[src/rtl/key_bounce_gen.sv]
// key_bounce_gen
//   Emulates a mechanical push-button on an active-low key line. A single
//   start request produces one press / hold / release sequence. Each of the
//   press and release transitions carries BOUNCE_CNT glitches. Bounce
//   intervals are BOUNCE_MIN plus an optional pseudo-random jitter, taken from
//   an 8-bit LFSR masked by BOUNCE_MASK.
//
// Ports
//   clk       system clock
//   rst_n     asynchronous active-low reset
//   start     one-cycle request; ignored unless idle (and not in the done cycle)
//   hold_len  stable-low hold time in cycles, sampled with start (0 acts as 1)
//   key       emulated key line, 1 = released, 0 = pressed
//   busy      sequence in progress
//   done      one-cycle pulse at the end of a sequence
//
// States
//   IDLE  | key released, waiting for start
//   P_BNC | press bounce, toggling key at each interval expiry
//   HOLD  | key held low for the latched hold length
//   R_BNC | release bounce, toggling key at each interval expiry
//   TAIL  | final settle interval before done
module key_bounce_gen #(
  parameter int unsigned BOUNCE_CNT  = 4,
  parameter int unsigned BOUNCE_MIN  = 10,
  parameter logic [7:0]  BOUNCE_MASK = 8'h00,
  parameter logic [7:0]  LFSR_SEED   = 8'hA5
) (
  input  logic        clk,
  input  logic        rst_n,
  input  logic        start,
  input  logic [23:0] hold_len,
  output logic        key,
  output logic        busy,
  output logic        done
);

  localparam logic [15:0] EDGES    = 16'(2 * BOUNCE_CNT);
  localparam logic [15:0] IVL_BASE = 16'(BOUNCE_MIN);

  typedef enum logic [2:0] {
    IDLE  = 3'd0,
    P_BNC = 3'd1,
    HOLD  = 3'd2,
    R_BNC = 3'd3,
    TAIL  = 3'd4
  } state_t;

  state_t      state_q, state_d;
  logic        key_q, key_d;
  logic        busy_q, busy_d;
  logic        done_q, done_d;
  logic [7:0]  lfsr_q, lfsr_d;
  logic [15:0] edge_q, edge_d;
  logic [15:0] ivl_q, ivl_d;
  logic [23:0] hold_q, hold_d;
  logic [23:0] hcnt_q, hcnt_d;

  logic [15:0] ivl_new;
  logic [7:0]  lfsr_next;
  logic [23:0] hold_in;
  logic        ivl_exp;
  logic        hcnt_exp;
  logic        load_ivl;

  assign ivl_new   = IVL_BASE + {8'h00, lfsr_q & BOUNCE_MASK};
  // Fibonacci LFSR, taps 8,6,5,4 (bits 7,5,4,3), shifting towards the MSB.
  assign lfsr_next = {lfsr_q[6:0], lfsr_q[7] ^ lfsr_q[5] ^ lfsr_q[4] ^ lfsr_q[3]};
  assign hold_in   = (hold_len == 24'd0) ? 24'd1 : hold_len;
  // A counter loaded with L expires L edges after the load.
  assign ivl_exp   = (ivl_q == 16'd1);
  assign hcnt_exp  = (hcnt_q == 24'd1);

  always_comb begin
    state_d  = state_q;
    key_d    = key_q;
    busy_d   = busy_q;
    done_d   = 1'b0;
    edge_d   = edge_q;
    hold_d   = hold_q;
    ivl_d    = (ivl_q != 16'd0) ? ivl_q - 16'd1 : 16'd0;
    hcnt_d   = (hcnt_q != 24'd0) ? hcnt_q - 24'd1 : 24'd0;
    load_ivl = 1'b0;

    case (state_q)
      IDLE: begin
        key_d  = 1'b1;
        busy_d = 1'b0;
        // done_q high means this is the done cycle: the request is dropped.
        if (start && !done_q) begin
          hold_d = hold_in;
          key_d  = 1'b0;
          busy_d = 1'b1;
          if (EDGES == 16'd0) begin
            state_d = HOLD;
            hcnt_d  = hold_in;
          end else begin
            state_d  = P_BNC;
            edge_d   = EDGES;
            load_ivl = 1'b1;
          end
        end
      end
      P_BNC: begin
        if (ivl_exp) begin
          key_d  = ~key_q;
          edge_d = edge_q - 16'd1;
          // The last press edge starts the hold directly, so the hold is
          // measured from the final fall.
          if (edge_q == 16'd1) begin
            state_d = HOLD;
            hcnt_d  = hold_q;
          end else begin
            load_ivl = 1'b1;
          end
        end
      end
      HOLD: begin
        if (hcnt_exp) begin
          key_d    = 1'b1;
          load_ivl = 1'b1;
          if (EDGES == 16'd0) begin
            state_d = TAIL;
          end else begin
            state_d = R_BNC;
            edge_d  = EDGES;
          end
        end
      end
      R_BNC: begin
        if (ivl_exp) begin
          key_d    = ~key_q;
          edge_d   = edge_q - 16'd1;
          load_ivl = 1'b1;
          if (edge_q == 16'd1) begin
            state_d = TAIL;
          end
        end
      end
      TAIL: begin
        if (ivl_exp) begin
          done_d  = 1'b1;
          state_d = IDLE;
        end
      end
      default: begin
        state_d = IDLE;
      end
    endcase

    if (load_ivl) begin
      ivl_d = ivl_new;
    end
    lfsr_d = load_ivl ? lfsr_next : lfsr_q;
  end

  always_ff @(posedge clk or negedge rst_n) begin
    if (!rst_n) begin
      state_q <= IDLE;
      key_q   <= 1'b1;
      busy_q  <= 1'b0;
      done_q  <= 1'b0;
      lfsr_q  <= LFSR_SEED;
      edge_q  <= 16'd0;
      ivl_q   <= 16'd0;
      hold_q  <= 24'd0;
      hcnt_q  <= 24'd0;
    end else begin
      state_q <= state_d;
      key_q   <= key_d;
      busy_q  <= busy_d;
      done_q  <= done_d;
      lfsr_q  <= lfsr_d;
      edge_q  <= edge_d;
      ivl_q   <= ivl_d;
      hold_q  <= hold_d;
      hcnt_q  <= hcnt_d;
    end
  end

  assign key  = key_q;
  assign busy = busy_q;
  assign done = done_q;

endmodule

[config.mk]
export PLATFORM = sky130hd
export DESIGN_NAME = key_bounce_gen
export DESIGN_NICKNAME = d
export VERILOG_FILES = /design/src/rtl/key_bounce_gen.sv
export SDC_FILE = /design/constraint.sdc
export NUM_CORES = 1
export LEC_CHECK = 0
export ABC_CLOCK_PERIOD_IN_PS = 4780
export BUFFER_PORTS_ARGS = -buffer_cell sky130_fd_sc_hd__buf_2
export CAP_MARGIN = 20
export CORE_MARGIN = 2
export CORE_UTILIZATION = 45
export DETAILED_ROUTE_END_ITERATION = 8
export HOLD_SLACK_MARGIN = 0.03
export REMOVE_ABC_BUFFERS = 1
export SLEW_MARGIN = 20
export SYNTH_ARGS = -nofsm -noshare
export SYNTH_HDL_FRONTEND = slang
export SYNTH_SLANG_ARGS = --single-unit
[constraint.sdc]
create_clock -name clk -period 4.78 [get_ports clk]
set_input_delay 0.239 -clock clk [delete_from_list [all_inputs] [get_ports clk]]
set_output_delay 0.239 -clock clk [all_outputs]
set_load 0.02 [all_outputs]
==> metrics <==
Lkg Pwr=2.14 nW; worst r2r dst=hcnt_q[6]; R2R setup slack=1.61 ns; CTS Buffer Depth=2; status=finished, final reports clean; endpoints failing setup=0; Power Total=1.47 mW; die height=103 µm; CTS Buf Count=9; Mapped Area=4410 µm²; Routed Antenna Nets=0; Place WS=1.57 ns; largest net degree at the start of global routing=just under 90; Avg WL per Cell=15.6 µm; Reg2Reg Depth=5; Hold Path Cell Cnt=2; kind of critical path=reg2reg; Max-Cap Viols=0; count of input and output buffers=29; clk sink count=86; clock latency on the worst-skew pair=between 0.3 and 0.4 ns; setup ws final=around 1.6 ns; Filler Cells Inserted=941; post-route insts no fill=577; Most used DFF post-synth=dfrtp_1; # H-tree levels=3; initial antenna violation count=0; Switching Share=28.2%; vias per cell=around 5.6; worst-margin pin slew=1.05 ns; r2r startpoint=edge_q[10]; P_sw=around 0.41 mW; Hold EP=hold_q[22]; syn_area_per_cell=10.6 µm²; clock-pin slew on the worst setup and hold paths=0.09 ns; Starting Density=45.7%; Multi-input gate area=2150 µm²; CP Launch Type=flip-flop; synthesis-to-layout area growth=9.91%; GRT Util Overall=around 18%; DRC=0; layout cell share with drive strength beyond 1=a little under a fifth; Cell variety after synth=52; gr ovfl total=0; vias=3227; number of DRC markers in iteration 0=136; pwr dens=303 nW/µm²; Layout Skew=0.0150 ns; Slew headroom=29.7%; NumNets Final=approximately 470; Int Pwr=around 1.1 mW; crit path time final=3.17 ns; Antenna diodes=0; Max IR drop VDD=0.000136 V; RSZ-0062 raised after global routing=false; vias in the first global route=between 3000 and 4000; core outline area=9640 µm²; fin. max-slew vios=0; FF/Latch Area=between 2000 and 2500 µm²; Post-synth EDFFs=0; Comb pwr share=a little over a tenth; Hold Fails Final Rpt=0; asr flop ratio synth=100%; hold path startpoint=hold_len[22]; Hold/Removal Path Class=in2reg; first-pass GRT wire length=15100 µm; final WL=9020 µm; Root Driver=clkbuf_8; Design Area, Final=4840 µm²; Worst setup EP type=flip-flop; hpwl dp=6280 µm; sequential share of the synthesized area=between 40% and 50%; Clock power frac=approximately a third; Crit Path Max Fanout=24; post-synthesis register bit count=86; Worst Path Required=4.98 ns; Horiz. Die Dim=103 µm; Top-Level Pins=30; crit path DAT=3.37 ns; GP Congestion=0.813; full die area=10600 µm²; Mapped Cells=415; fmax=316 MHz; ratio of final minimum period to clock period=between 60% and 70%; TritonCTS clock tree=built; TNS Setup=0 ns; placed insts=560; drt pass-1 iters=4; Ys Warns=0; FP Rows=36; share of power burned in registers=57.8%; DP Area=4650 µm²
metal layers:
layer	wire length (µm)	GRT usage, %
met4	204	7.59
met3	232	3.25
met5	0	0
met2	4350	29.2
met1	4240	24.9
power groups by stage:
stage | Sequential, mW | Combinational, mW | Clock (mW)
after floorplan | 0.848 | 0.109 | 0
after global placement | 0.860 | 0.150 | 0
after detailed placement | 0.863 | 0.155 | 0
after CTS | 0.849 | 0.159 | 0.479
after global routing | 0.860 | 0.179 | 0.508
final | 0.848 | 0.155 | 0.464
critical path, stage by stage, from the launching register on:
cell and delay [ns]:
dfrtp_1 0.41, or4_1 0.57, or4_1 0.49, or4_4 0.55, o21ai_2 0.79, o2bb2ai_1 0.18
stage by stage:
stage               hold slack, ns  util [%]
finish                       0.117      50.3
global route                 0.110      50.3
CTS                          0.102      50.1
detailed placement           0.465      48.2
global placement             0.461      48.2
floorplan                  -0.0566         -
synthesized netlist by cell type (all sizes together) (2+ instances only):
master   number  area (µm²)
o2bb2ai      24         210
a31oi         4        25.0
or4b          2        20.0
buf           8        45.0
and3          4        25.0
clkbuf       11        41.3
a21oi        11        55.1
o211ai        2        15.0
nand2b        6        37.5
nor4         20         131
or3          12        75.1
nor2         34         130
and4          2        17.5
and2          3        18.8
xor2         10        87.6
o21ai        12        63.8
nand2        16        60.1
xnor2        25         219
inv           7        26.3
or4          21         161
nand4         4        25.0
o31ai         6        45.0
dfrtp        85        2130
mux2         23         259
nor3         20         100
nor4bb        2        20.0
ha            8         100
or2           5        31.3
o41ai         2        25.0
nand3         7        35.0
o21a          6        45.0
final cells by class:
cell class / instances / area share, %
sequential: 86 / 44.4
timing repair buffer: 32 / 3.64
tap: 133 / 3.43
clock buffer: 10 / 2.63
inverter: 7 / 0.542
multi-input combinational: 303 / 44.3
clock inverter: 6 / 0.956
kinds of logic after synthesis:
logic type      after synthesis  share of synthesized area, %
mux                          23                          5.88
simple gates                162                          20.9
buf+inv                      26                          2.55
fa+ha+maj                     8                          2.27
flops                        86                          48.9
xor+xnor                     35                          6.95
compound gates               75                          12.6
registers in the layout, summed over array words and instances (netlist names):
signal   count
key          1
state_q      3
hcnt_q      24
edge_q      16
done         1
ivl_q       16
hold_q      24
busy         1
placed cells by master, fill, tap and decap left out, types with 4 or more instances in the layout:
cell	count
o2bb2ai_1	24
nor3_1	20
nand3_1	7
ha_1	8
nand2b_1	6
clkbuf_8	9
o21ai_0	11
nor4_1	18
inv_1	7
and3_1	4
nor2_1	33
nand2_1	16
nand4_1	4
mux2_2	23
a31oi_1	4
xor2_1	10
buf_2	28
dfrtp_1	85
xnor2_1	25
or3_1	12
o21a_1	6
a21oi_1	11
o31ai_1	6
or4_1	20
or2_2	5
repair_timing:
| item | in CTS | in global routing |
|---|---|---|
| resized for setup | 0 | 0 |
| hold buffers | 0 | 1 |
| setup buffers | 0 | 0 |
| hold endpoints to repair | 0 | 76 |
worst max path at each step:
stage	startpoint	depth (start not counted)	slack, ns	endpoint
detailed placement	edge_q[10]	5	1.57	hcnt_q[17]
global placement	edge_q[10]	5	1.66	hcnt_q[5]
CTS	edge_q[10]	5	1.54	hcnt_q[17]
global route	ivl_q[1]	7	1.23	hcnt_q[6]
floorplan	edge_q[10]	5	2.06	hcnt_q[0]
finish	edge_q[10]	5	1.61	hcnt_q[6]
Note: power is estimated with default switching activity, not from simulation.
